### src/rtl/decoder_pkg.sv
// decoder_pkg: shared state, mode constants and width helper for the one-hot decoder
package decoder_pkg;
    typedef enum logic [1:0] {IDLE, DIRECT, SCAN} state_t;
    localparam logic MODE_DIRECT = 1'b0;
    localparam logic MODE_SCAN   = 1'b1;
    function automatic int clog2(input int v);
        int r;
        r = 0;
        while ((1 << r) < v) r++;
        return r;
    endfunction
endpackage

### src/rtl/decoder_scan_rtl_onehot_enc.sv
// onehot_enc: combinational index to one-hot, all zeros when the index is out of range
module onehot_enc #(
    parameter int IW = 3,
    parameter int OW = 8
) (
    input  logic [IW-1:0] idx,
    output logic [OW-1:0] y
);
    assign y = (int'(idx) < OW) ? OW'(1) << idx : '0;
endmodule

### src/rtl/decoder_scan_rtl.sv
// decoder_scan_rtl: registered one-hot decoder with handshake-driven DIRECT mode and autonomous SCAN mode
module decoder_scan_rtl
    import decoder_pkg::*;
#(
    parameter int SEL_W = 3,
    parameter int OUT_W = 8,
    parameter int DWELL = 4
) (
    input  logic             clk,
    input  logic             rst_n,
    input  logic             en,
    input  logic             mode,
    input  logic             sel_valid,
    input  logic [SEL_W-1:0] sel,
    output logic             sel_ready,
    output logic [OUT_W-1:0] y,
    output logic             y_valid,
    output logic [SEL_W-1:0] idx,
    output logic             err
);
    localparam int CW = clog2(DWELL) < 1 ? 1 : clog2(DWELL);
    state_t state, state_d;
    logic [CW-1:0] cnt;
    logic [SEL_W-1:0] nidx;
    logic [OUT_W-1:0] enc;
    logic accept, enter_scan, last, wrap;
    assign sel_ready  = state == DIRECT;
    assign state_d    = !en ? IDLE : (mode == MODE_SCAN ? SCAN : DIRECT);
    // a mode change or en drop outranks an accept offered in the same cycle
    assign accept     = sel_valid && sel_ready && state_d == DIRECT;
    assign enter_scan = state_d == SCAN && state != SCAN;
    assign last       = cnt == CW'(DWELL - 1);
    assign wrap       = idx == SEL_W'(OUT_W - 1);
    // one encoder serves both paths: accepted sel, scan restart, or next scan line
    assign nidx = accept ? sel : (enter_scan || wrap) ? '0 : idx + SEL_W'(1);
    onehot_enc #(.IW(SEL_W), .OW(OUT_W)) u_enc (.idx(nidx), .y(enc));
    always_ff @(posedge clk or negedge rst_n) begin
        if (!rst_n) begin
            state   <= IDLE;
            cnt     <= '0;
            y       <= '0;
            y_valid <= 1'b0;
            idx     <= '0;
            err     <= 1'b0;
        end else begin
            state <= state_d;
            err   <= 1'b0;
            if (state_d == IDLE) begin
                cnt     <= '0;
                y       <= '0;
                y_valid <= 1'b0;
                idx     <= '0;
            end else if (enter_scan) begin
                cnt     <= '0;
                y       <= enc;
                y_valid <= 1'b1;
                idx     <= nidx;
            end else if (state_d == SCAN) begin
                cnt <= last ? '0 : cnt + CW'(1);
                if (last) begin
                    y   <= enc;
                    idx <= nidx;
                end
            end else if (accept) begin
                y       <= enc;
                idx     <= sel;
                y_valid <= |enc;
                err     <= ~|enc;
            end
        end
    end
endmodule

### config.mk
export PLATFORM = sky130hd
export DESIGN_NAME = decoder_scan_rtl
export DESIGN_NICKNAME = d
export VERILOG_FILES = /design/src/rtl/decoder_pkg.sv /design/src/rtl/decoder_scan_rtl_onehot_enc.sv /design/src/rtl/decoder_scan_rtl.sv
export SDC_FILE = /design/constraint.sdc
export NUM_CORES = 1
export LEC_CHECK = 0
export CAP_MARGIN = 30
export CORE_MARGIN = 3
export CORE_UTILIZATION = 51
export CTS_BUF_LIST = sky130_fd_sc_hd__clkbuf_8
export DETAILED_ROUTE_END_ITERATION = 12
export HOLD_SLACK_MARGIN = 0.06
export PLACE_DENSITY = 0.83
export RECOVER_POWER = 50
export SYNTH_ARGS = -nofsm -noshare
export SYNTH_HDL_FRONTEND = slang
export SYNTH_HIERARCHICAL = 1
export SYNTH_SLANG_ARGS = --single-unit
### constraint.sdc
create_clock -name clk -period 3.3 [get_ports clk]
set_input_delay 0.33 -clock clk [delete_from_list [all_inputs] [get_ports clk]]
set_output_delay 0.33 -clock clk [all_outputs]
set_load 0.01 [all_outputs]
# Word-level counts from Yosys, hierarchy flattened
# Index checks and enable logic that the tools add are counted.
[totals]
ff_bits = 17
inputBits = 8
output_inout_bits = 14
[op_classes]
add_sub_neg = 2
n_eq_ne = 8
shifts = 1
muxes = 26
n_reduce_logical = 12
[op_table]
columns = ["cell", "count"]
rows = [
  ["8-bit two-way mux", 5],
  ["3-bit two-way mux", 7],
  ["2-bit two-way mux", 6],
  ["1-bit two-way mux", 8],
  ["8-bit OR reduction", 1],
  ["1-bit by 3-bit left shift with 8-bit output (first input constant)", 1],
  ["3-bit nonzero test", 2],
  ["2-bit by 1-bit equality test with 1-bit output (second input constant)", 2],
  ["2-bit equality test (second input constant)", 2],
  ["4-bit inequality test (second input constant)", 1],
  ["2-bit AND reduction", 2],
  ["4-bit nonzero test", 1],
  ["3-bit by 1-bit adder with 3-bit output (second input constant)", 1],
  ["3-bit equality test (second input constant)", 1],
  ["1-bit logical AND", 3],
  ["3-bit inequality test (second input constant)", 1],
  ["2-bit by 1-bit adder with 2-bit output (second input constant)", 1],
  ["2-bit logical NOT", 1],
  ["2-bit inequality test (second input constant)", 1],
  ["1-bit logical NOT", 1],
  ["1-bit logical OR", 1],
]

# Longest topological paths before layout
# Gate-level depths: netlist of the first run.
[logic_depth]
ltp_word = 14
ltp_mapped = 9
ltp_nobuf = 9

# By module
# The synthesis of the first run kept the hierarchy.
[by_module_without_submodules]
columns = ["module", "n_inst", "cells_per_inst", "area_each_um2", "seq_area_each_um2"]
rows = [
  ["decoder_scan_rtl", 1, 89, 942.2, 425.4],
  ["onehot_enc", 1, 8, 65.1, 0.0],
]

# Worst setup path after synthesis of the first run
# Ideal clock, no wire load.
[synth_timing]
path_type = "flip-flop to flip-flop"
from = "register idx[0]"
to = "register y_valid"
setup_time_ps = 124
t_arrival_ps = 2339
t_required_ps = 3176
slack_ps = 837
path_stages_with_launch = 10
period_less_slack_ps = 2463
cell_sequence = "dfrtp_1 > ha_1 > ha_1 > a31oi_1 > o21ai_0 > o2bb2ai_1 > and3b_2 > nor4_1 > nand2_1 > a211o_1"
[synth_between]
elab_chain_len = 10
[synth_lines]
columns = ["item", "line", "rtl"]
rows = [
  ["from (decl)", "decoder_scan_rtl.sv:18", "output logic [SEL_W-1:0] idx,"],
  ["from (signal assigned)", "decoder_scan_rtl.sv:57", "idx <= nidx;"],
  ["from (signal assigned)", "decoder_scan_rtl.sv:62", "idx <= nidx;"],
  ["from (signal assigned)", "decoder_scan_rtl.sv:66", "idx <= sel;"],
  ["branches (longest 2 deep; another with 3-bit by 1-bit adder with 3-bit output)", "n/a", ""],
  ["3-bit two-way mux (*) (2 in series)", "decoder_scan_rtl.sv:35", "assign nidx = accept ? sel : (enter_scan || wrap) ? '0 : idx + SEL_W'(1);"],
  ["net nidx[2]", "decoder_scan_rtl.sv:24", "logic [SEL_W-1:0] nidx;"],
  ["1-bit by 3-bit left shift with 8-bit output (*)", "decoder_scan_rtl_onehot_enc.sv:9", "assign y = (int'(idx) < OW) ? OW'(1) << idx : '0;"],
  ["net enc[3]", "decoder_scan_rtl.sv:25", "logic [OUT_W-1:0] enc;"],
  ["8-bit OR reduction (*)", "decoder_scan_rtl.sv:67", "y_valid <= |enc;"],
  ["1-bit two-way mux (*)", "decoder_scan_rtl.sv:64", "end else if (accept) begin"],
  ["1-bit two-way mux (*)", "decoder_scan_rtl.sv:58", "end else if (state_d == SCAN) begin"],
  ["1-bit two-way mux (*)", "decoder_scan_rtl.sv:53", "end else if (enter_scan) begin"],
  ["1-bit two-way mux (*)", "decoder_scan_rtl.sv:48", "if (state_d == IDLE) begin"],
  ["to (signal assigned)", "decoder_scan_rtl.sv:67", ""],
  ["to (decl)", "decoder_scan_rtl.sv:17", "output logic y_valid,"],
]
# Mark *: on every way through the listed nets, which the timed path passes. The select of a mux whose other input is x is not followed.
# A chain may end at the register's enable or synchronous reset.

# Worst setup path in the final report of the first run
# Ends and elaborated chain as after synthesis.

==> results of run 1 <==
[per-layer routing]
metal | global-route usage | part of all wire
met1 | 0.245 | 0.45
met2 | 0.302 | 0.49
met3 | 0.0267 | 0.039
met4 | 0.121 | 0.016
met5 | 0 | 0
[through the flow]
stage	area, sq um	instances
after floorplan	1010	97
after global placement	1220	141
after detailed placement	1220	141
after CTS	1270	145
after global routing	1270	145
final	1270	145
[area by class of cell]
cell class	instances	area [sq um]	area share
Sequential cell	17	425	0.335
Inverter	10	37.5	0.0295
Clock buffer	3	41.3	0.0325
Timing Repair Buffer	23	225	0.177
Clock inverter	1	5.00	0.00394
Tap cell	25	31.3	0.0246
Multi-Input combinational cell	66	505	0.398
[cells in the final DEF, fill, tap and decap left out, drive strengths merged, types with 2 or more instances in the layout]
cell,netlist,layout
a21boi,2,2
a32o,3,3
and2,2,2
and3,3,3
and3b,3,3
buf,4,2
clkbuf,0,3
clkdlybuf4s50,0,15
dfrtp,17,17
dlygate4sd3,0,6
ha,3,3
inv,10,10
mux2,3,3
mux2i,8,8
nand2,10,10
nand2b,3,3
nand3,2,2
nor2,2,2
nor2b,5,5
nor3b,3,3
nor4,2,2
o21ai,2,2
o2bb2ai,3,3
[flip-flops by register name, summed over array words and instances (netlist names)]
signal   cells
state        2
idx          3
err          1
cnt          2
y            8
y_valid      1
[cell families after synthesis]
kind of cell / after synthesis / synth area share
fa+ha+maj: 3 / 0.0373
compound gates: 15 / 0.128
flops: 17 / 0.422
mux: 11 / 0.121
buf+inv: 14 / 0.0758
simple gates: 37 / 0.216
[power by group]
part	switching [W]	internal [W]	total [W]
Clock	0.0000693	0.0000837	0.000153
Sequential	0.00000886	0.000220	0.000229
Combinational	0.0000576	0.0000591	0.000117
Total	0.000136	0.000363	0.000499
[how the worst min path moves through the flow]
stage | to | slack, ns | depth (start not counted)
detailed placement | y[3] | 0.51 | 2
global route | y[6] | 0.54 | 2
finish | y[6] | 0.51 | 2
floorplan | cnt[0] | 0.03 | 0
CTS | y[3] | 0.52 | 2
global placement | y[5] | 0.51 | 2
[worst min-delay path, stage by stage (launching register included)]
cell and delay (ns):
sky130_fd_sc_hd__dfrtp_1 0.37, sky130_fd_sc_hd__inv_1 0.05, sky130_fd_sc_hd__mux2i_1 0.05
==> results list, run 1 <==
* Result of the run: finished clean
- Worst-skew pair later-pin latency: 0.25 ns
- The worst setup path is launched from a flip-flop.
- The first detailed-routing pass took 7 iterations.
* Tightest Pin Transition: 0.734 ns
- Net count after synthesis: 108
- CP dominant cell by count: sky130_fd_sc_hd__ha_1
- After clock tree synthesis, the clock-pin slew on the worst setup and hold paths is 0.07 ns.
- After filler insertion, the fill cell instance count of the layout stands at 156.
- The analysis attributes to cell leakage a power of 0.601 nW.
- Number of global-route vias before repair: 816
* Core box area: 1800 sq um
- Post-detailed-route via-to-cell ratio: 5.44
* Worst path top cell family by delay: compound AO/OA/AOI/OAI gates
* Maximum fanout along the worst path: 8
* CTS tree: built
- Period utilisation layout: 0.854
- Hold buffers post-CTS: 0
- 22 I/O pins were placed.
- The most used flip-flop cell after synthesis is sky130_fd_sc_hd__dfrtp_1.
* Floorplan die area: 2540 sq um
- Detail-routed net length per standard cell: 14.0 um
- Remaining design rule violation count: 0
* Most frequent cell after synthesis: sky130_fd_sc_hd__dfrtp_1
* Buffer depth of the longest clock path: 2
* Reg-to-Reg Start: idx[0]
- Of all cell types, the one taking the most synthesized area is sky130_fd_sc_hd__dfrtp_1.
- Initial standard-cell utilization of the core: 0.559
- Core occupancy in the finished layout: 0.706
* Wirelength, routed: 2.03 mm
- For the worst setup path, the data arrival time is 2.96 ns.
- The largest individual stage delay along the critical path comes from the cell sky130_fd_sc_hd__dfrtp_1.
- In this design, the stage delay of the slowest critical-path cell is 0.44 ns.
- After global routing the overflow that remains totals 0.
- Netlist cell types: 30
- Crit path required time: 3.44 ns
* Maximum achievable frequency: 355 MHz
- The initial antenna violation count was 0.
- After layout, the minimum clock period comes to 2.82 ns.
- The floorplan has 15 rows.
- R2R depth: 9
* Count of warnings emitted by yosys: 6
* Critical Setup Path Class: reg -> reg
- Setup crit end kind: flip-flop
- Endpoint of the worst-slack reg-to-reg timing path: y_valid
- Number of hold-slack violations in the final timing report: 0
- The share of synthesized area in the top cell type comes to 0.422.
- The worst pin sits at a relative slew slack of 0.509.
* Maximum vdd drop: 0.000265 V
- The most critical setup path has its endpoint at y_valid.
- Counting buffers and inverters, the worst setup path is 9 cells deep.
- The tightest hold path in the finished design has a slack of 0.514 ns.
- Y dimension of the die: 50.4 um
- RSZ-0062 raised after global routing: false
* Maximum capacitance violations: 0
* Sequence of cells on the critical path: ha_1 -> ha_1 -> a31oi_1 -> o21ai_0 -> o2bb2ai_1 -> and3b_2 -> nor4_1 -> nand2_1 -> a211o_1
- CP Buf/Inv Count: 0
* Area growth from synthesis to final layout: 26.2%
- Total power per unit cell area: 392 nW/um^2
- Final weighted congestion in routability-driven placement: 0.804
* Antenna-violating nets left: 0
* Total routing resource utilization after global routing: 0.191
- Final setup violating endpoints: 0
* Top cells by area, synth: sky130_fd_sc_hd__dfrtp_1, sky130_fd_sc_hd__mux2i_1, sky130_fd_sc_hd__ha_1
- On the final layout, the worst clock skew is 0.00526 ns.
* Maximum number of pins on one net before global-route repair: 18
* Start point of the worst min-delay path: y[6]
- The design draws 0.000499 W.
- In this run the cell area of the synthesized design comes to 1010 sq um.
* CP startpoint: idx[0]
* PostCTS Resize Cnt: 0
- Post-detailed-placement half-perimeter wirelength: 1.50 mm
- From left edge to right edge, the die measures 50.4 um.
- Count of pins over their slew limit: 0
- The average instance in the mapped netlist occupies 10.4 sq um.
- After technology mapping, the gate count stands at 97.
- Across all setup checks in the final design, the least slack found is 0.483 ns.
- The setup check on the worst reg-to-reg path leaves a slack of 0.48 ns.
- Clock tree synthesis found a total of 17 sinks.
- Input and output buffers added on the ports amount to 21.
- CTS placed an instance of sky130_fd_sc_hd__clkbuf_8 at the clock tree root.
- Via total after detailed routing: 789
- Number of buffers inserted to repair setup after CTS: 0
- Count of antenna diodes in the layout: 0
- After the last flow step, the layout net total stands at 132.
- Number of flops mapped to enable cells by yosys: 0
- OpenSTA, run right after detailed placement, puts the worst setup slack at 0.379 ns.
* Iteration-0 DRC Markers: 24
- Min-delay worst type: reg -> reg
- Flop and latch count out of synthesis: 17
- The first global-routing pass estimated 3.63 mm of wire.
* Commonest cells post-synth: sky130_fd_sc_hd__dfrtp_1, sky130_fd_sc_hd__inv_1, sky130_fd_sc_hd__nand2_1
- In this run the number of H-tree levels came out at 1.
- Counting the buffers created by CTS gives 3.
* Final-layout setup total negative slack: 0 ns
* Sequential cell area fraction in the yosys report: 0.422
* Fraction of registers with async set or reset after synthesis: 1.00
* Share of final-layout standard cells stronger than drive strength 1: 0.133
Note: power is estimated with default switching activity, not from simulation.
==> run 2: changes to the inputs <==
CORE_MARGIN = 10   (was 3)
==> results list, run 2 (synthesis results as in run 1) <==
* Result of the run: finished clean
- Total routing resource utilization after global routing: 0.112 (-0.0793)
* Leading cell type in the layout, fill and taps excluded: sky130_fd_sc_hd__dfrtp_1
- The antenna cell count was 0 (unchanged).
- The leakage power summed over all cells was 0.601 nW (about the same).
- Sequence of cells on the critical path: ha_1 -> ha_1 -> a31oi_1 -> o21ai_0 -> o2bb2ai_1 -> and3b_2 -> nor4_1 -> nand2_1 -> a211o_1
- The worst register-to-register path begins at idx[0].
- The number of pins with negative max-slew slack in the final report is 0 (unchanged).
- Arrival time of the worst setup path: 2.99 ns (+0.03 ns)
- The total iterations of the first detailed-routing run was 4 (-3).
* Core occupancy in the finished layout: 0.662 (-0.0434)
* Share of final-layout standard cells stronger than drive strength 1: 0.125 (-0.00833)
- The final weighted congestion in routability-driven placement is 0.814 (+1.3%).
- The number of sinks driven by the clock tree was 17 (unchanged).
- The wire length after detailed routing was 2.27 mm (+12%).
- The post-cts hold buffer count is 0 (unchanged).
- The clock-pin slew of the registers on the worst-case setup and hold paths is 0.06 ns (about the same).
- Remaining design rule violation count: 0 (unchanged)
- Among the stages of the critical path, the cell type that occurs most often is sky130_fd_sc_hd__ha_1.
* Detail-routed net length per standard cell: 15.5 um (+11%)
* Flip-flop count of the largest register, all copies and words added: 8 (unchanged)
- The maximum net fanout on the critical path is 8 (unchanged).
- Iteration-0 DRC Markers: 65 (+170%)
- The storage element area came to 425 sq um (unchanged).
* Final setup violating endpoints: 0 (unchanged)
- Startpoint Class: flip-flop
- Final-layout setup total negative slack: 0 ns (unchanged)
- Fin Clk Skew: 0.00335 ns (-0.00191 ns)
- Top-level port count: 22 (unchanged)
- Post-detailed-route via-to-cell ratio: 5.35 (-1.6%)
- Core box area: 1920 sq um (+6.7%)
- Worst path slowest cell: sky130_fd_sc_hd__o2bb2ai_1
- The clock latency reported for the late side of the worst-skew pair was 0.24 ns (about the same).
- The largest registers in the layout are y: 8 flops, idx: 3 flops.
* Max transition margin: 0.473 (-0.0356)
* CP Buf/Inv Count: 0 (unchanged)
- Setup crit end kind: flip-flop
- The die height is 64.4 um (+28%).
* Final min period: 2.86 ns (+0.0457 ns)
- The areal power density over the cells was 390 nW/um^2 (-0.55%).
- The slew of the pin with the lowest slew margin is 0.787 ns (+0.0532 ns).
- Number of rows in the core area: 16 (+1)
* Most used cells in the layout excluding fill and tap cells: sky130_fd_sc_hd__dfrtp_1, sky130_fd_sc_hd__clkdlybuf4s50_1, sky130_fd_sc_hd__inv_1, sky130_fd_sc_hd__nand2_1, sky130_fd_sc_hd__mux2i_1
* Crit path required time: 3.43 ns (about the same)
* Number of global-route vias before repair: 823 (+0.86%)
- The area of the die came to 4150 sq um (+63%).
* Critical Setup Path Class: reg -> reg
* Max stage delay on crit path: 0.48 ns (+0.04 ns)
- The number of gates given a new drive strength after cts was 0 (unchanged).
- H-tree depth: 1 (unchanged)
- TritonCTS built the clock tree.
- The maximum buffer depth of the clock tree is 2 (unchanged).
- The number of buffers added for setup after CTS was 0 (unchanged).
- Maximum vdd drop: 0.000244 V (-7.6%)
- Area growth from synthesis to final layout: 26.3% (about the same)
* Layout filler cell count: 178 (+14%)
* Clock root buffer master: sky130_fd_sc_hd__clkbuf_8
- The worst hold path begins at y[6].
- RSZ-0062 raised after global routing: false
* Number of hold-slack violations in the final timing report: 0 (unchanged)
* Combined area of the multi-input logic cells: 505 sq um (unchanged)
* Maximum capacitance violations: 0 (unchanged)
- Worst path top cell family by delay: compound AO/OA/AOI/OAI gates
- The initial antenna violation count is 0 (unchanged).
- In this run the worst hold path is classified as reg -> reg.
- Tracing the worst setup path back leads to its startpoint at idx[0].
* Antenna-violating nets left: 0 (unchanged)
* Register with the most flip-flops: y
- Post-detailed-placement half-perimeter wirelength: 1.69 mm (+13%)
- The remaining global-route overflow is 0 (unchanged).
* Maximum achievable frequency: 349 MHz (-1.6%)
* Count of port buffers added during placement: 21 (unchanged)
- Global-route wire length before repair: 3.84 mm (+5.7%)
* Period utilisation layout: 0.868 (+0.0139)
- Initial standard-cell utilization of the core: 0.524 (-0.0349)
- Net count of the finished layout: 132 (unchanged)
* Maximum number of pins on one net before global-route repair: 18 (unchanged)
- The overall via count from detail_route was 787 (-0.25%).
- CTS Buf Count: 3 (unchanged)
* Width of the chip: 64.4 um (+28%)
run 2: layout make-up:
| type | count | area share |
|---|---|---|
| clock buffers | 3 | 0.0324 |
| clock inverters | 1 | 0.00295 |
| inverters | 10 | 0.0295 |
| multi-input cells | 66 | 0.397 |
| flip-flops and latches | 17 | 0.334 |
| well taps | 27 | 0.0265 |
| repair buffers | 23 | 0.177 |
run 2: final timing paths:
| path | end | cells after the start | slack [ns] |
|---|---|---|---|
| min in group asynchronous | idx[0] | 1 | 0.61 |
| min | y[6] | 2 | 0.52 |
| max | y_valid | 9 | 0.44 |
| min reg2reg | y[6] | 2 | 0.52 |
| max in group asynchronous | y[1] | 1 | 2.20 |
| max reg2reg | y_valid | 9 | 0.44 |
run 2: power breakdown:
group / internal [W] / total, W / leakage (nW) / switching, W
clock: 0.0000823 / 0.000148 / 0.0269 / 0.0000658
combinational: 0.0000591 / 0.000119 / 0.344 / 0.0000604
sequential: 0.000220 / 0.000229 / 0.230 / 0.00000865
run 2: worst min-delay path, stage by stage (launching register included):
cell	delay (ns)
sky130_fd_sc_hd__dfrtp_1	0.37
sky130_fd_sc_hd__inv_1	0.05
sky130_fd_sc_hd__mux2i_1	0.05
run 2: routing by layer:
| metal | routed length [um] | vias up | track usage | share of wire |
|---|---|---|---|---|
| li1 | - | 387 | - | - |
| met1 | 973 | 370 | 0.125 | 0.43 |
| met2 | 1090 | 22 | 0.188 | 0.48 |
| met3 | 161 | 8 | 0.0430 | 0.071 |
| met4 | 44 | 0 | 0.0428 | 0.019 |
| met5 | 0 | - | 0 | 0 |
run 2: stage by stage:
stage               setup WS (ns)  std cells  power [W]  area [sq um]  hold slack [ns]
finish                      0.437        147   0.000497          1270            0.520
global route                0.285        147   0.000525          1270            0.544
CTS                         0.475        147   0.000505          1270            0.528
detailed placement          0.443        143   0.000352          1230            0.508
global placement            0.525        143   0.000348          1230            0.507
floorplan                   0.837         97   0.000304          1010           0.0344
==> run 3: changes to the inputs <==
CORE_MARGIN = 2   (was 10)
PLACE_DENSITY = 0.87   (was 0.83)
==> results list, run 3 (synthesis results as in run 1) <==
* Result of the run: finished clean
* Maximum capacitance violations: 0 (unchanged)
* Setup crit end kind: flip-flop
- Max transition margin: 0.486 (+0.0128)
* Largest registers ranked by flip-flop count: y: 8 flops, idx: 3 flops
- The estimated wirelength of the detail-placed design is 1.43 mm (-15%).
- CTS tree: built
- The areal power density over the cells is 390 nW/um^2 (-0.18%).
- The post-route standard cell area excluding fillers is 1270 sq um (unchanged).
- Clock transition at the register clock pins on the worst setup and hold paths after CTS: 0.06 ns (about the same)
* Number of buffers inserted to repair setup after CTS: 0 (unchanged)
- Y dimension of the die: 48.4 um (-25%)
- Leakage Power: 0.601 nW (about the same)
- The number of flip-flops in the largest register is 8 (unchanged).
- The die boundary width came to 48.4 um (-25%).
* # placed instances: 143 (unchanged)
- The maximum net fanout on the critical path came to 8 (unchanged).
- Final-layout setup total negative slack: 0 ns (unchanged)
- Reg-to-reg setup timing slack: 0.49 ns (+0.05 ns)
- The maximum number of pins on one net before global-route repair was 18 (unchanged).
- Maximum vdd drop: 0.000272 V (+11%)
- Count of port buffers added during placement: 21 (unchanged)
- Net count of the finished layout: 132 (unchanged)
- Number of rows in the core area: 16 (unchanged)
* CTS Buf Count: 3 (unchanged)
- Floorplan die area: 2350 sq um (-43%)
* Area growth from synthesis to final layout: 26.3% (unchanged)
- Finished Layout Cells: 147 (unchanged)
- Wirelength, routed: 1.92 mm (-15%)
* Total congestion overflow after global routing: 0 (unchanged)
- The number of gates given a new drive strength after cts is 0 (unchanged).
- Clock root buffer master: sky130_fd_sc_hd__clkbuf_8
* Critical Setup Path Class: reg -> reg
* Worst-skew pair later-pin latency: 0.25 ns (about the same)
- Tightest Pin Transition: 0.768 ns (-0.0191 ns)
* Global-route wire length before repair: 3.34 mm (-13%)
- Startpoint Class: flip-flop
- Final setup violating endpoints: 0 (unchanged)
- y holds more flip-flops than any other register.
- The ratio of routed vias to standard cells was 5.29 (-1.3%).
- Post-route worst setup slack: 0.491 ns (+0.0543 ns)
- Period utilisation layout: 0.851 (-0.0165)
* Buffer depth of the longest clock path: 2 (unchanged)
- The area of the core region came to 1900 sq um (-1.0%).
- Maximum achievable frequency: 356 MHz (+1.9%)
- Count of antenna diodes in the layout: 0 (unchanged)
* Crit path required time: 3.44 ns (about the same)
- The post-cts hold buffer count came to 0 (unchanged).
* Core occupancy in the finished layout: 0.669 (+0.00697)
- Share of final-layout standard cells stronger than drive strength 1: 0.125 (unchanged)
- H-tree depth: 1 (unchanged)
* RSZ-0062 raised after global routing: false
- Detail-routed net length per standard cell: 13.1 um (-15%)
- The initial antenna violation count came to 0 (unchanged).
- The number of I/O pins is 22 (unchanged).
- The total iterations of the first detailed-routing run is 4 (unchanged).
- Place WS: 0.461 ns (+0.0173 ns)
- Remaining design rule violation count: 0 (unchanged)
- The instance area after placement is 1230 sq um (unchanged).
- The top cell types in the final layout, fill and taps aside, are sky130_fd_sc_hd__dfrtp_1, sky130_fd_sc_hd__clkdlybuf4s50_1, sky130_fd_sc_hd__inv_1, sky130_fd_sc_hd__nand2_1, sky130_fd_sc_hd__mux2i_1.
- The min-delay analysis places its worst path in the category reg -> reg.
- TritonCTS Sinks: 17 (unchanged)
- Number of global-route vias before repair: 757 (-8.0%)
- Fin Clk Skew: 0.00104 ns (-0.00231 ns)
- Final weighted congestion in routability-driven placement: 0.819 (+0.70%)
- Initial standard-cell utilization of the core: 0.530 (+0.00552)
- The number of nets with antenna violations after detailed routing was 0 (unchanged).
- The DRC marker count from the first detailed-route iteration was 20 (-69%).
- Leaving out fill and tap cells, the most frequent cell in the layout is sky130_fd_sc_hd__dfrtp_1.
* Count of pins over their slew limit: 0 (unchanged)
- Final min period: 2.81 ns (-0.0543 ns)
* Arrival time of the worst setup path: 2.95 ns (-0.04 ns)
- The overall via count from detail_route is 777 (-1.3%).
- Total routing resource utilization after global routing: 0.185 (+0.0731)
* Number of hold-slack violations in the final timing report: 0 (unchanged)
[run 3: cell counts in the layout (fill, tap and decap cells not counted)]
Identical to the previous run, type by type.
[run 3: through the flow]
step | hold WS, ns | total power, W
5_1_grt | 0.549 | 0.000527
3_5_place_dp | 0.510 | 0.000349
2_1_floorplan | 0.0344 | 0.000304
3_3_place_gp | 0.506 | 0.000346
6_report | 0.521 | 0.000496
4_1_cts | 0.527 | 0.000500
[run 3: layout make-up]
| type | instances | area, sq um |
|---|---|---|
| Timing Repair Buffer | 23 | 225 |
| Inverter | 10 | 37.5 |
| Clock inverter | 1 | 3.75 |
| Tap cell | 27 | 33.8 |
| Sequential cell | 17 | 425 |
| Multi-Input combinational cell | 66 | 505 |
| Fill cell | 143 | 629 |
| Clock buffer | 3 | 41.3 |
[run 3: worst max-delay path, cell delays in order (launching register included)]
cell                        delay (ns)
sky130_fd_sc_hd__dfrtp_1          0.42
sky130_fd_sc_hd__ha_1             0.21
sky130_fd_sc_hd__ha_1             0.22
sky130_fd_sc_hd__a31oi_1          0.14
sky130_fd_sc_hd__o21ai_0          0.17
sky130_fd_sc_hd__o2bb2ai_1        0.45
sky130_fd_sc_hd__and3b_2          0.27
sky130_fd_sc_hd__nor4_1           0.39
sky130_fd_sc_hd__nand2_1          0.11
sky130_fd_sc_hd__a211o_1          0.30
[run 3: final timing paths]
| path | from | end | cells past startpoint |
|---|---|---|---|
| min in group asynchronous | rst_n | state[1] | 1 |
| max | idx[0] | y_valid | 9 |
| min | y[2] | y[2] | 2 |
| max in group asynchronous | rst_n | err | 1 |
| max reg2reg | idx[0] | y_valid | 9 |
| min reg2reg | y[2] | y[2] | 2 |
[run 3: routing by layer]
metal  GRT usage  wire length, um  vias to the layer above
li1            -                -                      385
met4      0.0714               35                        0
met2       0.306              927                       21
met3      0.0370               75                        5
met1       0.241              887                      366
met5           0                0                        -
[run 3: where the power goes]
part | internal (W) | leakage [nW] | switching [W]
sequential | 0.000220 | 0.230 | 0.00000862
combinational | 0.0000589 | 0.344 | 0.0000579
clock | 0.0000825 | 0.0269 | 0.0000675
